### src/rtl/qpsk_mod_framer.sv
// QPSK framer/modulator front end: wraps a 24-bit payload as {HEADER, payload, CHK}
// and emits it MSB-first as 20 (I,Q) baseband symbols, each held SAMPLE cycles.
module qpsk_mod_framer #(
    parameter logic [7:0] HEADER = 8'hcc,
    parameter int         SAMPLE = 100,
    parameter int         GAP    = 2
) (
    input  logic               clk,
    input  logic               rst_n,
    input  logic [23:0]        data_in,
    input  logic               data_valid,
    output logic               data_ready,
    output logic signed [1:0]  sym_I,
    output logic signed [1:0]  sym_Q,
    output logic               sym_strobe,
    output logic               busy
);

    localparam int SW = (SAMPLE > 1) ? $clog2(SAMPLE) : 1;
    localparam int GW = (GAP > 1) ? $clog2(GAP) : 1;

    typedef enum logic [1:0] {ST_IDLE, ST_SEND, ST_GAP} state_t;

    state_t             state, state_nxt;
    logic [SW-1:0]      samp_cnt, samp_nxt;
    logic [4:0]         sym_cnt, sym_nxt;
    logic [GW-1:0]      gap_cnt, gap_nxt;
    logic [39:0]        frame, frame_nxt;
    logic signed [1:0]  i_nxt, q_nxt;
    logic               strobe_nxt, busy_nxt;
    logic               armed;
    logic [7:0]         chk;
    logic [39:0]        word;
    logic               accept;
    logic               samp_last;

    function automatic logic signed [1:0] bit_level(input logic b);
        return b ? 2'sb01 : 2'sb11;
    endfunction

    assign chk        = data_in[23:16] + data_in[15:8] + data_in[7:0];
    assign word       = {HEADER, data_in, chk};
    // armed keeps data_ready low while reset is held and for no longer than one edge after
    assign data_ready = armed && (state == ST_IDLE);
    assign accept     = data_valid && data_ready;
    assign samp_last  = (samp_cnt == SW'(SAMPLE - 1));

    always_comb begin
        state_nxt  = state;
        samp_nxt   = samp_cnt;
        sym_nxt    = sym_cnt;
        gap_nxt    = gap_cnt;
        frame_nxt  = frame;
        i_nxt      = 2'sb00;
        q_nxt      = 2'sb00;
        strobe_nxt = 1'b0;
        busy_nxt   = 1'b0;
        case (state)
            ST_IDLE: begin
                if (accept) begin
                    // frame keeps only the bits not yet on air, left-aligned
                    state_nxt  = ST_SEND;
                    frame_nxt  = {word[37:0], 2'b00};
                    i_nxt      = bit_level(word[39]);
                    q_nxt      = bit_level(word[38]);
                    strobe_nxt = 1'b1;
                    busy_nxt   = 1'b1;
                    samp_nxt   = '0;
                    sym_nxt    = '0;
                end
            end
            ST_SEND: begin
                busy_nxt = 1'b1;
                i_nxt    = sym_I;
                q_nxt    = sym_Q;
                if (samp_last) begin
                    samp_nxt = '0;
                    if (sym_cnt == 5'd19) begin
                        i_nxt   = 2'sb00;
                        q_nxt   = 2'sb00;
                        gap_nxt = '0;
                        if (GAP == 0) begin
                            state_nxt = ST_IDLE;
                            busy_nxt  = 1'b0;
                        end else begin
                            state_nxt = ST_GAP;
                        end
                    end else begin
                        sym_nxt    = sym_cnt + 5'd1;
                        i_nxt      = bit_level(frame[39]);
                        q_nxt      = bit_level(frame[38]);
                        frame_nxt  = {frame[37:0], 2'b00};
                        strobe_nxt = 1'b1;
                    end
                end else begin
                    samp_nxt = samp_cnt + SW'(1);
                end
            end
            ST_GAP: begin
                busy_nxt = 1'b1;
                if (samp_last) begin
                    samp_nxt = '0;
                    if (gap_cnt == GW'(GAP - 1)) begin
                        state_nxt = ST_IDLE;
                        busy_nxt  = 1'b0;
                    end else begin
                        gap_nxt = gap_cnt + GW'(1);
                    end
                end else begin
                    samp_nxt = samp_cnt + SW'(1);
                end
            end
            default: state_nxt = ST_IDLE;
        endcase
    end

    always_ff @(posedge clk or negedge rst_n) begin
        if (!rst_n) begin
            state      <= ST_IDLE;
            samp_cnt   <= '0;
            sym_cnt    <= '0;
            gap_cnt    <= '0;
            frame      <= '0;
            sym_I      <= 2'sb00;
            sym_Q      <= 2'sb00;
            sym_strobe <= 1'b0;
            busy       <= 1'b0;
            armed      <= 1'b0;
        end else begin
            state      <= state_nxt;
            samp_cnt   <= samp_nxt;
            sym_cnt    <= sym_nxt;
            gap_cnt    <= gap_nxt;
            frame      <= frame_nxt;
            sym_I      <= i_nxt;
            sym_Q      <= q_nxt;
            sym_strobe <= strobe_nxt;
            busy       <= busy_nxt;
            armed      <= 1'b1;
        end
    end

endmodule
### config.mk
export PLATFORM = sky130hd
export DESIGN_NAME = qpsk_mod_framer
export DESIGN_NICKNAME = d
export VERILOG_FILES = /design/src/rtl/qpsk_mod_framer.sv
export SDC_FILE = /design/constraint.sdc
export NUM_CORES = 1
export LEC_CHECK = 0
export ABC_AREA = 0
export CAP_MARGIN = 20
export CORE_MARGIN = 2
export CORE_UTILIZATION = 35
export DETAILED_ROUTE_END_ITERATION = 8
export GPL_TIMING_DRIVEN = 1
export PLACE_DENSITY = 0.59
export SLEW_MARGIN = 20
export SYNTH_ARGS = -nofsm -noshare
export SYNTH_HDL_FRONTEND = slang
export SYNTH_SLANG_ARGS = --single-unit
export TNS_END_PERCENT = 5
### constraint.sdc
create_clock -name clk -period 5.46 [get_ports clk]
set_clock_uncertainty 0.05 [all_clocks]
set_input_delay 0.819 -clock clk [delete_from_list [all_inputs] [get_ports clk]]
set_output_delay 0.819 -clock clk [all_outputs]
set_load 0.01 [all_outputs]
==> results.cfg <==
[yosys]
synth.distinct_cells = 49
synth_seq_area_share_pct = 45.8
synth.area.mux_share_pct = 8.11
synth_edf_count = 0
syn-cell-area_mm2 = 0.00322
synth_flop_cell = dfrtp_1
synth_top_area_share_pct = 45.8
synth-simple-area-share_pct = 14.6
syn-num-nets = 364
yosys_register_bits = 59
synth_area_per_cell_um2 = 10.2
async_flop_share_pct = 100
synth_compound_area_share_pct = 15.1
synth_top_family_by_area = compound AO/OA/AOI/OAI gates
synth_xor_area_share_pct = 2.17
yosys-top-cells-area = dfrtp_1 46%, mux2i_1 7.8%, o21ai_0 6.4%
synth_fa_ha_area_share_pct = 10.0
ys_warn_count = 0
synth_largest_area_cell = dfrtp_1
syn_inst = 316

[timing]
slew_headroom_pct = 33.3
fin_crit_sh_pct = 58.1
rsz0062_at_grt = false
fmaxAchievable_mhz = 315
min_period_ns = 3.17
finalHoldViolations = 0
timing.final.ws_setup_ns = 2.29
drv_slew = 0
tightestPinTransition_ns = 1.00
tns_ns = 0
setup_violations = 0

[layout]
final_common_cell = dfrtp_1
drive_gt1_share_pct = 7.08
final_cell_mix = 59 x dfrtp_1, 42 x nand2_1, 41 x o21ai_0
diodes = 0
fin_cells = 464
fin_util_pct = 42.0
areaGrowthSynthToFinish_pct = 18.5
fill_cells = 907
nets = 396

[global_routing]
antenna_found_initial = 0
grt-ovfl-total = 0
track_usage_pct = 14.5
grt_max_degree = 64
grt_pass1_wl_um = 11300
grt_pass1_vias = 2300

[routing]
top_layer = met4
wl_per_cell_um = 14.4
vias_per_cell = 5.05
drt-initial-drc-count = 78
drt-met1-wl_um = 3200
detail-route-antenna-nets = 0
via_count = 2345
wl_met3_um = 270
wirelength_um = 6680
dr_wl_met2_um = 3140
drc = 0
drt-pass1-iter-count = 4

[die]
dieArea_mm2 = 0.0100
core_area_mm2 = 0.00911
num_io_pins = 34
fp.dieW_um = 100
rows = 35
die_h_um = 100
initial_core_util_pct = 35.4

[placement]
dpl.hpwl_um = 4780
dp_cells = 448
finalWeightedCongestion = 0.771
io_buffers = 33
dpl_worst_slack_ns = 1.93

[worst_setup_path]
worst_setup_path_start_kind = primary input
reg2regPathDepth = 7
arrival_ns = 3.34
crit_type = primary input to flop
end_kind = flop
r2r_end = frame[15]
cp_max_fo = 3
rrSetupSlack_ns = 2.47
timing.rr.start = state[1]
crit_required_ns = 5.63

[clocking]
cts_tree = done
postCtsSetupBuffers = 0
clockBufferDepth = 2
holdBufCountCts = 0
cts-resized-gates = 0
cts_max_level = 3
cts.sinks = 59
numCtsBuffers = 9
clk_pin_slew_ns = 0.07
clock_latency_ns = 0.34
cts_root_buf = clkbuf_8

[pwr]
p_per_area_mw_per_mm2 = 248
leakage_nw = 1.63
peakVddDrop_uv = 122

[min_path]
hold_depth = 2
min_path_type = flop to flop
hold_end = frame[31]
min_from = frame[31]

[run_status]
status = completed

[flow_run]
drv_cap = 0
==> cell type report <==
type / instances / area (µm²) / share of cell area (%)
clock buffer: 11 / 141 / 3.70
inverter: 14 / 52.6 / 1.38
sequential: 59 / 1480 / 38.6
timing repair buffer: 35 / 340 / 8.91
tap: 111 / 139 / 3.63
clock inverter: 5 / 52.6 / 1.38
multi-input combinational: 229 / 1620 / 42.4
==> critical path, stage by stage <==
cell	delay [ns]
clkdlybuf4s50_1	0.47
inv_1	0.06
fa_1	0.46
inv_1	0.07
ha_1	0.16
inv_1	0.06
fa_1	0.37
nor2b_1	0.19
o31a_1	0.17
o22ai_1	0.09
xnor2_1	0.13
a211o_1	0.28
==> metal layers <==
| metal | global-route usage (%) | vias to the layer above |
|---|---|---|
| met4 | 3.79 | 0 |
| met2 | 22.5 | 48 |
| met1 | 19.9 | 1118 |
| met5 | 0 | - |
| met3 | 4.60 | 8 |
| li1 | - | 1171 |
==> how the worst max path moves through the flow <==
stage	start	end	slack [ns]	cells past startpoint
global route	data_in[1]	frame[9]	2.10	12
global placement	data_in[1]	frame[9]	1.99	12
detailed placement	data_in[1]	frame[9]	1.93	12
finish	data_in[1]	frame[9]	2.29	12
CTS	data_in[1]	frame[9]	2.29	12
floorplan	data_in[1]	frame[9]	2.56	11
==> power by group <==
part | switching, W | internal (W) | total [W] | leakage (nW)
clock | 0.000175 | 0.000221 | 0.000396 | 0.0991
sequential | 0.000000348 | 0.000437 | 0.000438 | 0.797
combinational | 0.0000574 | 0.0000567 | 0.000114 | 0.737
total | 0.000233 | 0.000715 | 0.000948 | 1.63
==> stage by stage <==
step / hold WS [ns] / power, W / area (µm²)
6_report: 0.428 / 0.000948 / 3820
5_1_grt: 0.454 / 0.00100 / 3820
4_1_cts: 0.435 / 0.000961 / 3820
3_5_place_dp: 0.420 / 0.000562 / 3630
3_3_place_gp: 0.411 / 0.000561 / 3630
2_1_floorplan: 0.387 / 0.000512 / 3220
==> state kept, by name, summed over array words and instances, names as in the netlist, 2 cells and up <==
signal and cells:
frame 38, samp_cnt 7, state 2, sym_I 2, sym_cnt 5
==> synth_stat cells (2+ instances only) <==
master     count
dfrtp_1       59
nand2_1       42
o21ai_0       41
mux2i_1       25
inv_1         14
ha_1          13
nor2_1        13
nand3_1       11
a21oi_1        8
a22o_1         8
fa_1           8
nor2b_1        7
xnor2_1        6
buf_2          4
clkbuf_1       4
nor3_1         4
a31oi_1        3
and3_1         3
nor3b_1        3
o31ai_1        3
a21boi_0       2
and2_0         2
buf_6          2
clkbuf_2       2
nand4bb_1      2
o21a_1         2
o22a_1         2
xor2_1         2
==> logic make-up (layout without fill, tap and decap cells) <==
group           Yosys count  in the layout
xor+xnor                  8              8
fa+ha+maj                21             21
buf+inv                  28             65
other cells               1              1
mux                      26             26
flops                    59             59
compound gates           77             77
simple gates             96             96
Power figures use the tool's default switching activity.
==> RTL change: new RTL, same flow settings <==
`SAMPLE`: 100 -> 50.
--- a/src/rtl/qpsk_mod_framer.sv
+++ b/src/rtl/qpsk_mod_framer.sv
@@ -3,5 +3,5 @@
 module qpsk_mod_framer #(
     parameter logic [7:0] HEADER = 8'hcc,
-    parameter int         SAMPLE = 100,
+    parameter int         SAMPLE = 50,
     parameter int         GAP    = 2
 ) (
Behaviour: same outputs for any inputs over 10 cycles, from zero or initial values and one cycle with rst_n low; that may be too few to reach the edited logic, so the function may still have changed.
==> RTL change against the original RTL <==
Routed wire length shrank 5.6%; sequential share of layout area is essentially flat; sequential cell count shrank 1; worst setup slack lost 31 ps; final area shrank 1.6%; first-iteration DRC count grew 71%; critical path type unchanged; area after synthesis shrank 2.6%.
Power is not compared: it rests on default switching activity, and its combinational part moved more than twofold at a synthesized area within 25%.
==> RTL change: results (changes against the original RTL) <==
metric,value,unit,change
status,finished clean,,unchanged
finalPower,0.00193,W,
hpwl,4.48,mm,was 4.78 mm
worstHoldPathCells,1,,was 2
synthCells,307,,was 316
cpMaxStageDelayCell,clkdlybuf4s50_1,,unchanged
hold_path_end,sym_I[1]$_DFFE_PN0N_,,was frame[31]$_DFFE_PN0P_
layout-drive-gt1-share,7.54,%,was 7.08%
final_nets,389,,was 396
synth_sequential_area_ratio,46.2,%,was 45.8%
cp_max_fo,3,,unchanged
antenna_found_initial,0,,unchanged
drtPass1Iterations,4,,unchanged
endpoint,frame[9]$_DFFE_PN0P_,,unchanged
insertion_delay,330,ps,
numCtsBuffers,9,,unchanged
synth-async-reset-ratio,100,%,unchanged
place.gp.congestion,0.779,,was 0.771
netlist_top_cells_count,"58 x dfrtp_1, 41 x nand2_1, 37 x o21ai_0, 27 x mux2i_1",,"was 59 x dfrtp_1, 42 x nand2_1, 41 x o21ai_0, 25 x mux2i_1, 14 x inv_1"
yosys-top-cells-area,"dfrtp_1 46%, mux2i_1 8.6%, o21ai_0 5.9%",,"was dfrtp_1 46%, mux2i_1 7.8%, o21ai_0 6.4%"
holdWs,422,ps,was 428 ps
r2r_setup_slack,2680,ps,was 2470 ps
clockBufferDepth,2,,unchanged
clockRootBuffer,clkbuf_8,,unchanged
p_leak,1.69,nW,
grt_pass1_wl,10.6,mm,was 11.3 mm
cts_setup_buffers,0,,unchanged
reg2regPathDepth,8,,was 7
grt_max_degree,74,,was 64
cpPeakStageDelay,480,ps,
syn_nets,356,,was 364
fmax,0.312,GHz,was 0.315 GHz
cts_resized,0,,unchanged
port_buffers,33,,unchanged
drt_wl_total,6.31,mm,was 6.68 mm
synthDistinctLibCells,46,,was 49
hp-class,reg -> reg,,unchanged
grt_use_total,13.7,%,was 14.5%
r2r_end,sym_cnt[3]$_DFFE_PN0P_,,was frame[15]$_DFFE_PN0P_
place_ws,1910,ps,was 1930 ps
drtIter0Drc,133,,was 78
dpl_cell_area,3560,um^2,was 3630 um^2
vias,2236,,"was 2,345"
worst-slew-pin-transition,753,ps,was 1000 ps
worstSetupStartpoint,data_in[1],,unchanged
yosys_warnings,0,,unchanged
routedWlPerCell,13.9,um,was 14.4 um
r2r_start,state[1]$_DFFE_PN0P_,,unchanged
hp-start,frame[39]$_DFFE_PN0P_,,was frame[31]$_DFFE_PN0P_
htreeDepth,3,,unchanged
largest_registers,"frame (38), samp_cnt (6), sym_cnt (5)",,"was frame (38), samp_cnt (7), sym_cnt (5)"
crit_arrival,3370,ps,was 3340 ps
dp.cells,437,,was 448
## RTL change: cell types whose count changed in the layout (fill, tap and decap cells not counted), sizes merged, moves of 3 or more
cell   change
a21oi      +6
nor2b      -4
o22ai      +4
or3        +4
a22o       -3
nand3      -3
o21ai      -3
xnor2      -3
## RTL change: logic make-up after synthesis
| logic type | synth area share (%) |
|---|---|
| compound gates | 14.5 |
| xor+xnor | 1.95 |
| fa+ha+maj | 10.7 |
| buf+inv | 3.90 |
| flops | 46.2 |
| mux | 8.96 |
| other cells | 0.119 |
| simple gates | 13.7 |
## RTL change: final cells by class
class / count / area (um^2)
Clock buffer: 11 / 141
Timing Repair Buffer: 36 / 348
Inverter: 14 / 52.6
Clock inverter: 5 / 53.8
Sequential cell: 58 / 1450
Fill cell: 828 / 4960
Tap cell: 108 / 135
Multi-Input combinational cell: 221 / 1580
## RTL change: metal layers
layer  wire length (um)  global-route usage [%]
met5                  0                       0
met4                 59                    3.48
met3                241                    4.11
met2               3010                    22.3
met1               3000                    18.0
